==> src/rtl/regfile_read_arbiter_pkg.sv <==
// Shared register-file types and constants for the read-port arbiter slice.
package regfile_pkg;

  localparam int REG_ADDR_W = 5;
  localparam int REG_DATA_W = 32;
  localparam int NUM_REGS   = 32;

  typedef logic [REG_ADDR_W-1:0] reg_addr_t;
  typedef logic [REG_DATA_W-1:0] reg_data_t;

  localparam reg_addr_t ZERO_REG_IDX = 5'd31;

  // Architectural value of a read: XZR reads as zero when the feature is enabled.
  function automatic reg_data_t read_value(input reg_addr_t addr, input reg_data_t raw, input logic zero_en);
    if (zero_en && (addr == ZERO_REG_IDX)) begin
      return {REG_DATA_W{1'b0}};
    end else begin
      return raw;
    end
  endfunction

endpackage

==> src/rtl/regfile_read_arbiter_if.sv <==
// Request/response bundle between requesters, the register-file mux and the arbiter.
interface regfile_read_arbiter_if #(
  parameter int NUM_REQ = 4,
  parameter int ID_W    = 2
);
  import regfile_pkg::*;

  logic [NUM_REQ-1:0]            req_valid;
  logic [NUM_REQ*REG_ADDR_W-1:0] req_addr;
  logic [NUM_REQ-1:0]            req_ready;
  reg_addr_t                     rf_sel;
  reg_data_t                     rf_data;
  logic                          rsp_valid;
  logic                          rsp_ready;
  reg_data_t                     rsp_data;
  logic [ID_W-1:0]               rsp_id;
  reg_addr_t                     rsp_addr;

  modport master (
    output req_valid, req_addr, rf_data, rsp_ready,
    input  req_ready, rf_sel, rsp_valid, rsp_data, rsp_id, rsp_addr
  );

  modport slave (
    input  req_valid, req_addr, rf_data, rsp_ready,
    output req_ready, rf_sel, rsp_valid, rsp_data, rsp_id, rsp_addr
  );

endinterface

==> src/rtl/regfile_read_arbiter_rr_arbiter.sv <==
// Combinational round-robin arbiter: highest priority at rr_ptr, rising with wrap-around.
module rr_arbiter #(
  parameter int NUM_REQ = 4,
  parameter int ID_W    = $clog2(NUM_REQ)
) (
  input  logic [NUM_REQ-1:0] req,
  input  logic [ID_W-1:0]    rr_ptr,
  input  logic               enable,
  output logic [NUM_REQ-1:0] grant,
  output logic [ID_W-1:0]    winner
);

  logic found_s;

  // Scan priority offsets k = 0..NUM_REQ-1 and take the first requesting slot.
  always_comb begin
    grant   = {NUM_REQ{1'b0}};
    winner  = {ID_W{1'b0}};
    found_s = 1'b0;
    for (int k = 0; k < NUM_REQ; k++) begin
      for (int i = 0; i < NUM_REQ; i++) begin
        if (enable && !found_s && req[i] && (i == ((int'(rr_ptr) + k) % NUM_REQ))) begin
          grant[i] = 1'b1;
          winner   = ID_W'(i);
          found_s  = 1'b1;
        end else begin
        end
      end
    end
  end

endmodule

==> src/rtl/regfile_read_arbiter.sv <==
// Round-robin sharing of one register-file read port with a 2-stage tagged response pipe.
// Optional macro REGFILE_ZERO_REG_EN: index 31 reads as zero.
module regfile_read_arbiter
  import regfile_pkg::*;
#(
  parameter int NUM_REQ = 4,
  parameter int ID_W    = 2
) (
  input logic                  clk,
  input logic                  reset_n,
  regfile_read_arbiter_if.slave bus
);

  logic [ID_W-1:0]    rr_ptr_r;
  logic               s1_valid_r;
  reg_addr_t          s1_addr_r;
  logic [ID_W-1:0]    s1_id_r;
  logic               s2_valid_r;
  reg_data_t          s2_data_r;
  logic [ID_W-1:0]    s2_id_r;
  reg_addr_t          s2_addr_r;

  logic               s1_advance_s;
  logic               can_accept_s;
  logic [NUM_REQ-1:0] grant_s;
  logic [ID_W-1:0]    winner_s;
  logic               handshake_s;
  reg_addr_t          win_addr_s;
  reg_data_t          rd_data_s;
  logic               zero_en_s;

  assign s1_advance_s = s1_valid_r & (~s2_valid_r | bus.rsp_ready);
  assign can_accept_s = ~s1_valid_r | s1_advance_s;

  // Gating with reset_n keeps req_ready low for the whole reset window.
  rr_arbiter #(.NUM_REQ(NUM_REQ), .ID_W(ID_W)) u_arb (
    .req    (bus.req_valid),
    .rr_ptr (rr_ptr_r),
    .enable (can_accept_s & reset_n),
    .grant  (grant_s),
    .winner (winner_s)
  );

  assign handshake_s   = |grant_s;
  assign bus.req_ready = grant_s;

  // Address of the granted requester.
  always_comb begin
    win_addr_s = 5'd0;
    for (int i = 0; i < NUM_REQ; i++) begin
      if (grant_s[i]) begin
        win_addr_s = bus.req_addr[i*REG_ADDR_W +: REG_ADDR_W];
      end else begin
      end
    end
  end

`ifdef REGFILE_ZERO_REG_EN
  assign zero_en_s = 1'b1;
`else
  assign zero_en_s = 1'b0;
`endif

  assign rd_data_s = read_value(s1_addr_r, bus.rf_data, zero_en_s);

  // Pipeline state: arbitration pointer, mux-access stage and response register.
  always_ff @(posedge clk) begin
    if (!reset_n) begin
      rr_ptr_r   <= {ID_W{1'b0}};
      s1_valid_r <= 1'b0;
      s1_addr_r  <= 5'd0;
      s1_id_r    <= {ID_W{1'b0}};
      s2_valid_r <= 1'b0;
      s2_data_r  <= 32'd0;
      s2_id_r    <= {ID_W{1'b0}};
      s2_addr_r  <= 5'd0;
    end else begin
      if (handshake_s) begin
        s1_valid_r <= 1'b1;
        s1_addr_r  <= win_addr_s;
        s1_id_r    <= winner_s;
        rr_ptr_r   <= (int'(winner_s) == NUM_REQ - 1) ? {ID_W{1'b0}} : winner_s + 1'b1;
      end else if (s1_advance_s) begin
        s1_valid_r <= 1'b0;
      end else begin
        s1_valid_r <= s1_valid_r;
      end

      if (s1_advance_s) begin
        s2_valid_r <= 1'b1;
        s2_data_r  <= rd_data_s;
        s2_id_r    <= s1_id_r;
        s2_addr_r  <= s1_addr_r;
      end else if (s2_valid_r && bus.rsp_ready) begin
        s2_valid_r <= 1'b0;
      end else begin
        s2_valid_r <= s2_valid_r;
      end
    end
  end

  assign bus.rf_sel    = s1_addr_r;
  assign bus.rsp_valid = s2_valid_r;
  assign bus.rsp_data  = s2_data_r;
  assign bus.rsp_id    = s2_id_r;
  assign bus.rsp_addr  = s2_addr_r;

endmodule

==> src/flat_wrapper.sv <==
// flat-port wrapper written by rule: the top's interface ports become plain ports
module regfile_read_arbiter_flat import regfile_pkg::*;
#(
  parameter int NUM_REQ = 4,
  parameter int ID_W    = 2
)
  (clk, reset_n, bus_req_valid, bus_req_addr, bus_rf_data, bus_rsp_ready, bus_req_ready, bus_rf_sel, bus_rsp_valid, bus_rsp_data, bus_rsp_id, bus_rsp_addr);
  regfile_read_arbiter_if #(.NUM_REQ(NUM_REQ), .ID_W(ID_W)) bus_i ();
  input logic clk;
  input logic reset_n;
  input wire logic [$bits(bus_i.req_valid)-1:0] bus_req_valid;
  input wire logic [$bits(bus_i.req_addr)-1:0] bus_req_addr;
  input wire logic [$bits(bus_i.rf_data)-1:0] bus_rf_data;
  input wire logic [$bits(bus_i.rsp_ready)-1:0] bus_rsp_ready;
  output wire logic [$bits(bus_i.req_ready)-1:0] bus_req_ready;
  output wire logic [$bits(bus_i.rf_sel)-1:0] bus_rf_sel;
  output wire logic [$bits(bus_i.rsp_valid)-1:0] bus_rsp_valid;
  output wire logic [$bits(bus_i.rsp_data)-1:0] bus_rsp_data;
  output wire logic [$bits(bus_i.rsp_id)-1:0] bus_rsp_id;
  output wire logic [$bits(bus_i.rsp_addr)-1:0] bus_rsp_addr;
  assign bus_i.req_valid = bus_req_valid;
  assign bus_i.req_addr = bus_req_addr;
  assign bus_i.rf_data = bus_rf_data;
  assign bus_i.rsp_ready = bus_rsp_ready;
  assign bus_req_ready = bus_i.req_ready;
  assign bus_rf_sel = bus_i.rf_sel;
  assign bus_rsp_valid = bus_i.rsp_valid;
  assign bus_rsp_data = bus_i.rsp_data;
  assign bus_rsp_id = bus_i.rsp_id;
  assign bus_rsp_addr = bus_i.rsp_addr;
  regfile_read_arbiter #(.NUM_REQ(NUM_REQ), .ID_W(ID_W)) u_core (.clk(clk), .reset_n(reset_n), .bus(bus_i));
endmodule
==> config.mk <==
export PLATFORM = sky130hd
export DESIGN_NAME = regfile_read_arbiter_flat
export DESIGN_NICKNAME = d
export VERILOG_FILES = /design/src/rtl/regfile_read_arbiter_pkg.sv /design/src/rtl/regfile_read_arbiter_if.sv /design/src/rtl/regfile_read_arbiter_rr_arbiter.sv /design/src/rtl/regfile_read_arbiter.sv /design/src/flat_wrapper.sv
export SDC_FILE = /design/constraint.sdc
export NUM_CORES = 1
export LEC_CHECK = 0
export CAP_MARGIN = 25
export CORE_MARGIN = 3
export CORE_UTILIZATION = 40
export CTS_CLUSTER_DIAMETER = 200
export DETAILED_ROUTE_END_ITERATION = 10
export GPL_TIMING_DRIVEN = 0
export PLACE_DENSITY = 0.89
export SETUP_SLACK_MARGIN = 0.2
export SYNTH_ARGS = -nofsm -noshare
export SYNTH_HDL_FRONTEND = slang
export SYNTH_HIERARCHICAL = 1
export SYNTH_SLANG_ARGS = --single-unit
==> constraint.sdc <==
create_clock -name clk -period 6.83 [get_ports clk]
set_input_delay 1.366 -clock clk [delete_from_list [all_inputs] [get_ports clk]]
set_output_delay 1.366 -clock clk [all_outputs]
set_load 0.1 [all_outputs]
==> impl_metrics.env <==
export IMPL_track_usage_pct=20.5
export IMPL_power_frac_seq_pct=37.1
export IMPL_viasPerCell=5.39
export IMPL_start_util_pct=42.7
export IMPL_place_inst=460
export IMPL_switching_share_pct=42.8
export IMPL_grt_pass1_vias=2278
export IMPL_p_sw_mw=0.383
export IMPL_fin_crit_sh_pct=91.0
export IMPL_clockRootBuffer="clkbuf_8"
export IMPL_cts_tree="built"
export IMPL_critPathSlowestCell="clkdlybuf4s50_1"
export IMPL_synth_main_ff_cell="dfxtp_1"
export IMPL_antenna_found_initial=0
export IMPL_status="finished clean"
export IMPL_syn_cell_area_sq_um=2250
export IMPL_clkPwrFrac_pct=19.8
export IMPL_pwr_share_comb_pct=43.1
export IMPL_synth_largest_area_cell="dfxtp_1"
export IMPL_finalMaxSlewViolations=0
export IMPL_ys_seq_elements=50
export IMPL_path_buf_inv=4
export IMPL_ys_types=33
export IMPL_cts_made_buffers=5
export IMPL_cts_max_level=2
export IMPL_critPathCaptureType="primary output"
export IMPL_yosysTopAreaCellShare_pct=44.5
export IMPL_fin_cells=469
export IMPL_yosys_warnings=6
export IMPL_vias=2529
export IMPL_critPathRequiredTime_ns=5.46
export IMPL_crit_top_cell="clkdlybuf4s50_1"
export IMPL_crit_fanout=10
export IMPL_seq_area_frac_synth_pct=44.5
export IMPL_firstDrtPassIters=4
export IMPL_synthCells=283
export IMPL_dieArea_sq_um=6560
export IMPL_core_area_sq_um=5270
export IMPL_path_class="primary input to primary output"
export IMPL_p_leak_nw=1.22
export IMPL_ant_nets=0
export IMPL_synth_edf_count=0
export IMPL_fin_nets=458
export IMPL_synthToLayoutAreaGrowth_pct=55.8
export IMPL_synth_nets=343
export IMPL_setup_violations_final=0
export IMPL_path_clk_slew_ns=0.09
export IMPL_pin_count=108
export IMPL_drive_gt1_share_pct=5.26
export IMPL_p_int_mw=0.512
export IMPL_power_mw=0.895
export IMPL_synthTopCellsByArea="dfxtp_1, a21oi_1, o21ai_0"
export IMPL_cts_hold_buf=0
export IMPL_diodes=0
export IMPL_multi_input_area_sq_um=1080
export IMPL_drtIter0Drc=138
export IMPL_p_per_area_nw_per_um2=255
export IMPL_ctsResizeCount=0
export IMPL_setup_tns_ns=0
export IMPL_tightest_slew_ns=1.01
export IMPL_arrival_ns=4.85
export IMPL_rsz0062_at_grt="false"
export IMPL_hold_path_class="flip-flop to flip-flop"
export IMPL_nFillCells=468
export IMPL_clkSinkCount=50
export IMPL_grt_overflow=0
export IMPL_grt_pass1_wl_um=10700
export IMPL_finalHoldViolCount=0
export IMPL_drt_total_wl_um=6860
export IMPL_dieHeight_um=81.0
export IMPL_avgSynthCellArea_sq_um=7.95
export IMPL_dp_hpwl_um=5090
export IMPL_vdd_drop_max_uv=168
export IMPL_place_gp_congestion=0.874
export IMPL_seqCellArea_sq_um=1000
export IMPL_die_x_um=81.0
export IMPL_drc_errors=0
export IMPL_slew_headroom_pct=32.4
export IMPL_timing_fmax_ghz=0.161
export IMPL_routedWlPerCell_um=14.6
export IMPL_grt_max_degree=15
export IMPL_rows=26
export IMPL_period_needed_ns=6.21
export IMPL_fin_skew_ns=0.00922
export IMPL_clk_latency_ns=0.30
export IMPL_portBuffers=107
export IMPL_cpPeakStageDelay_ns=1.26
export IMPL_drv_cap=0
export IMPL_post_cts_setup_buffers=0
export IMPL_clockBufferDepth=2
export IMPL_crit_path_cell_trace="clkdlybuf4s50_1 > inv_2 > clkbuf_1 > a21oi_1 > nand2_2 > a21o_1 > nor3_1 > clkdlybuf4s50_1"
export IMPL_crit_family="buffers and inverters"
export IMPL_start_kind="primary input"
export IMPL_ys_async_sr_fraction_pct=0
[cell type report]
cell class,instances,area share [%]
multi-input cells,197,30.8
repair buffers,108,30.7
flip-flops and latches,50,28.6
plain buffers,27,3.82
well taps,70,2.50
clock buffers,7,2.46
inverters,9,0.964
clock inverters,1,0.143
[per-stage QoR]
stage / utilization [%] / setup slack [ns] / hold WS [ns] / area (sq um)
final: 66.5 / 0.615 / 0.460 / 3500
after global routing: 66.5 / 0.378 / 0.488 / 3500
after CTS: 66.4 / 0.210 / 0.458 / 3500
after detailed placement: 64.7 / 0.215 / 0.445 / 3410
after global placement: 64.7 / 0.308 / 0.442 / 3410
after floorplan: - / 0.681 / 0.432 / 2250
[per-layer routing]
layer	share of wire (%)	vias to the layer above	track usage, %
met1	43	1155	27.2
met2	47	113	33.0
met3	9.1	13	5.65
met4	1.0	0	5.07
met5	0	-	0
li1	-	1248	-
[worst reg2reg max path: cells and delay by family (launching register included)]
kind / cells / cell delay (ns)
AOI/OAI and AO/OA: 4 / 0.57
buffers and inverters: 3 / 0.72
DFF: 1 / 0.35
and+or+nand+nor: 4 / 1.12
[power by group through the flow]
stage	sequential (mW)	combinational (mW)	clock (mW)
after floorplan	0.498	0.112	0
after global placement	0.338	0.378	0
after detailed placement	0.338	0.384	0
after CTS	0.332	0.385	0.180
after global routing	0.335	0.405	0.191
final	0.332	0.386	0.177
[layout by cell type (no fill, tap or decap), types with 2 or more instances in the layout]
cell type	count
buf_2	2
nand3_1	39
a21oi_1	67
buf_6	3
nor2_1	6
or3_1	2
nor2b_1	3
inv_2	2
nand3b_1	5
a221o_1	5
o21ai_0	41
dfxtp_1	50
clkbuf_8	6
inv_1	7
clkbuf_1	22
o21ai_1	5
clkdlybuf4s50_1	107
nand2_1	9
[sequential cells by signal, indices dropped and copies added, names as in the netlist]
register              count
u_core/rr_ptr_r           2
u_core/bus.rf_sel         5
u_core/bus.rsp_id         2
u_core/s1_valid_r         1
u_core/bus.rsp_addr       5
u_core/s1_id_r            2
u_core/bus.rsp_data      32
u_core/bus.rsp_valid      1
[kinds of logic after synthesis]
| family | count (synthesis) | share of synthesized area (%) |
|---|---|---|
| AOI/OAI and AO/OA | 125 | 30.2 |
| buffers and inverters | 36 | 7.45 |
| adders and majority gates | 1 | 0.556 |
| DFF | 50 | 44.5 |
| and+or+nand+nor | 71 | 17.3 |
[synthesized netlist by cell type (2+ instances only)]
master,count
o21ai_0,41
dfxtp_1,50
nand2_1,9
o21ai_1,5
nor2b_1,3
nand3_1,39
nand3b_1,5
inv_2,2
clkbuf_1,21
inv_1,7
a21oi_1,67
buf_6,3
or3_1,2
a221o_1,5
nor2_1,6
[final timing paths]
path                             start  cells after the start  slack [ns]              endpoint
setup / recovery               reset_n                      8        0.62      bus_req_ready[3]
hold / removal       u_core/s1_id_r[1]                      2        0.46     u_core/s1_id_r[1]
setup reg to reg  u_core/bus.rsp_valid                     11        3.96  u_core/bus.rf_sel[3]
hold reg to reg      u_core/s1_id_r[1]                      2        0.46     u_core/s1_id_r[1]
No activity file was read; power rests on OpenSTA's default activity.
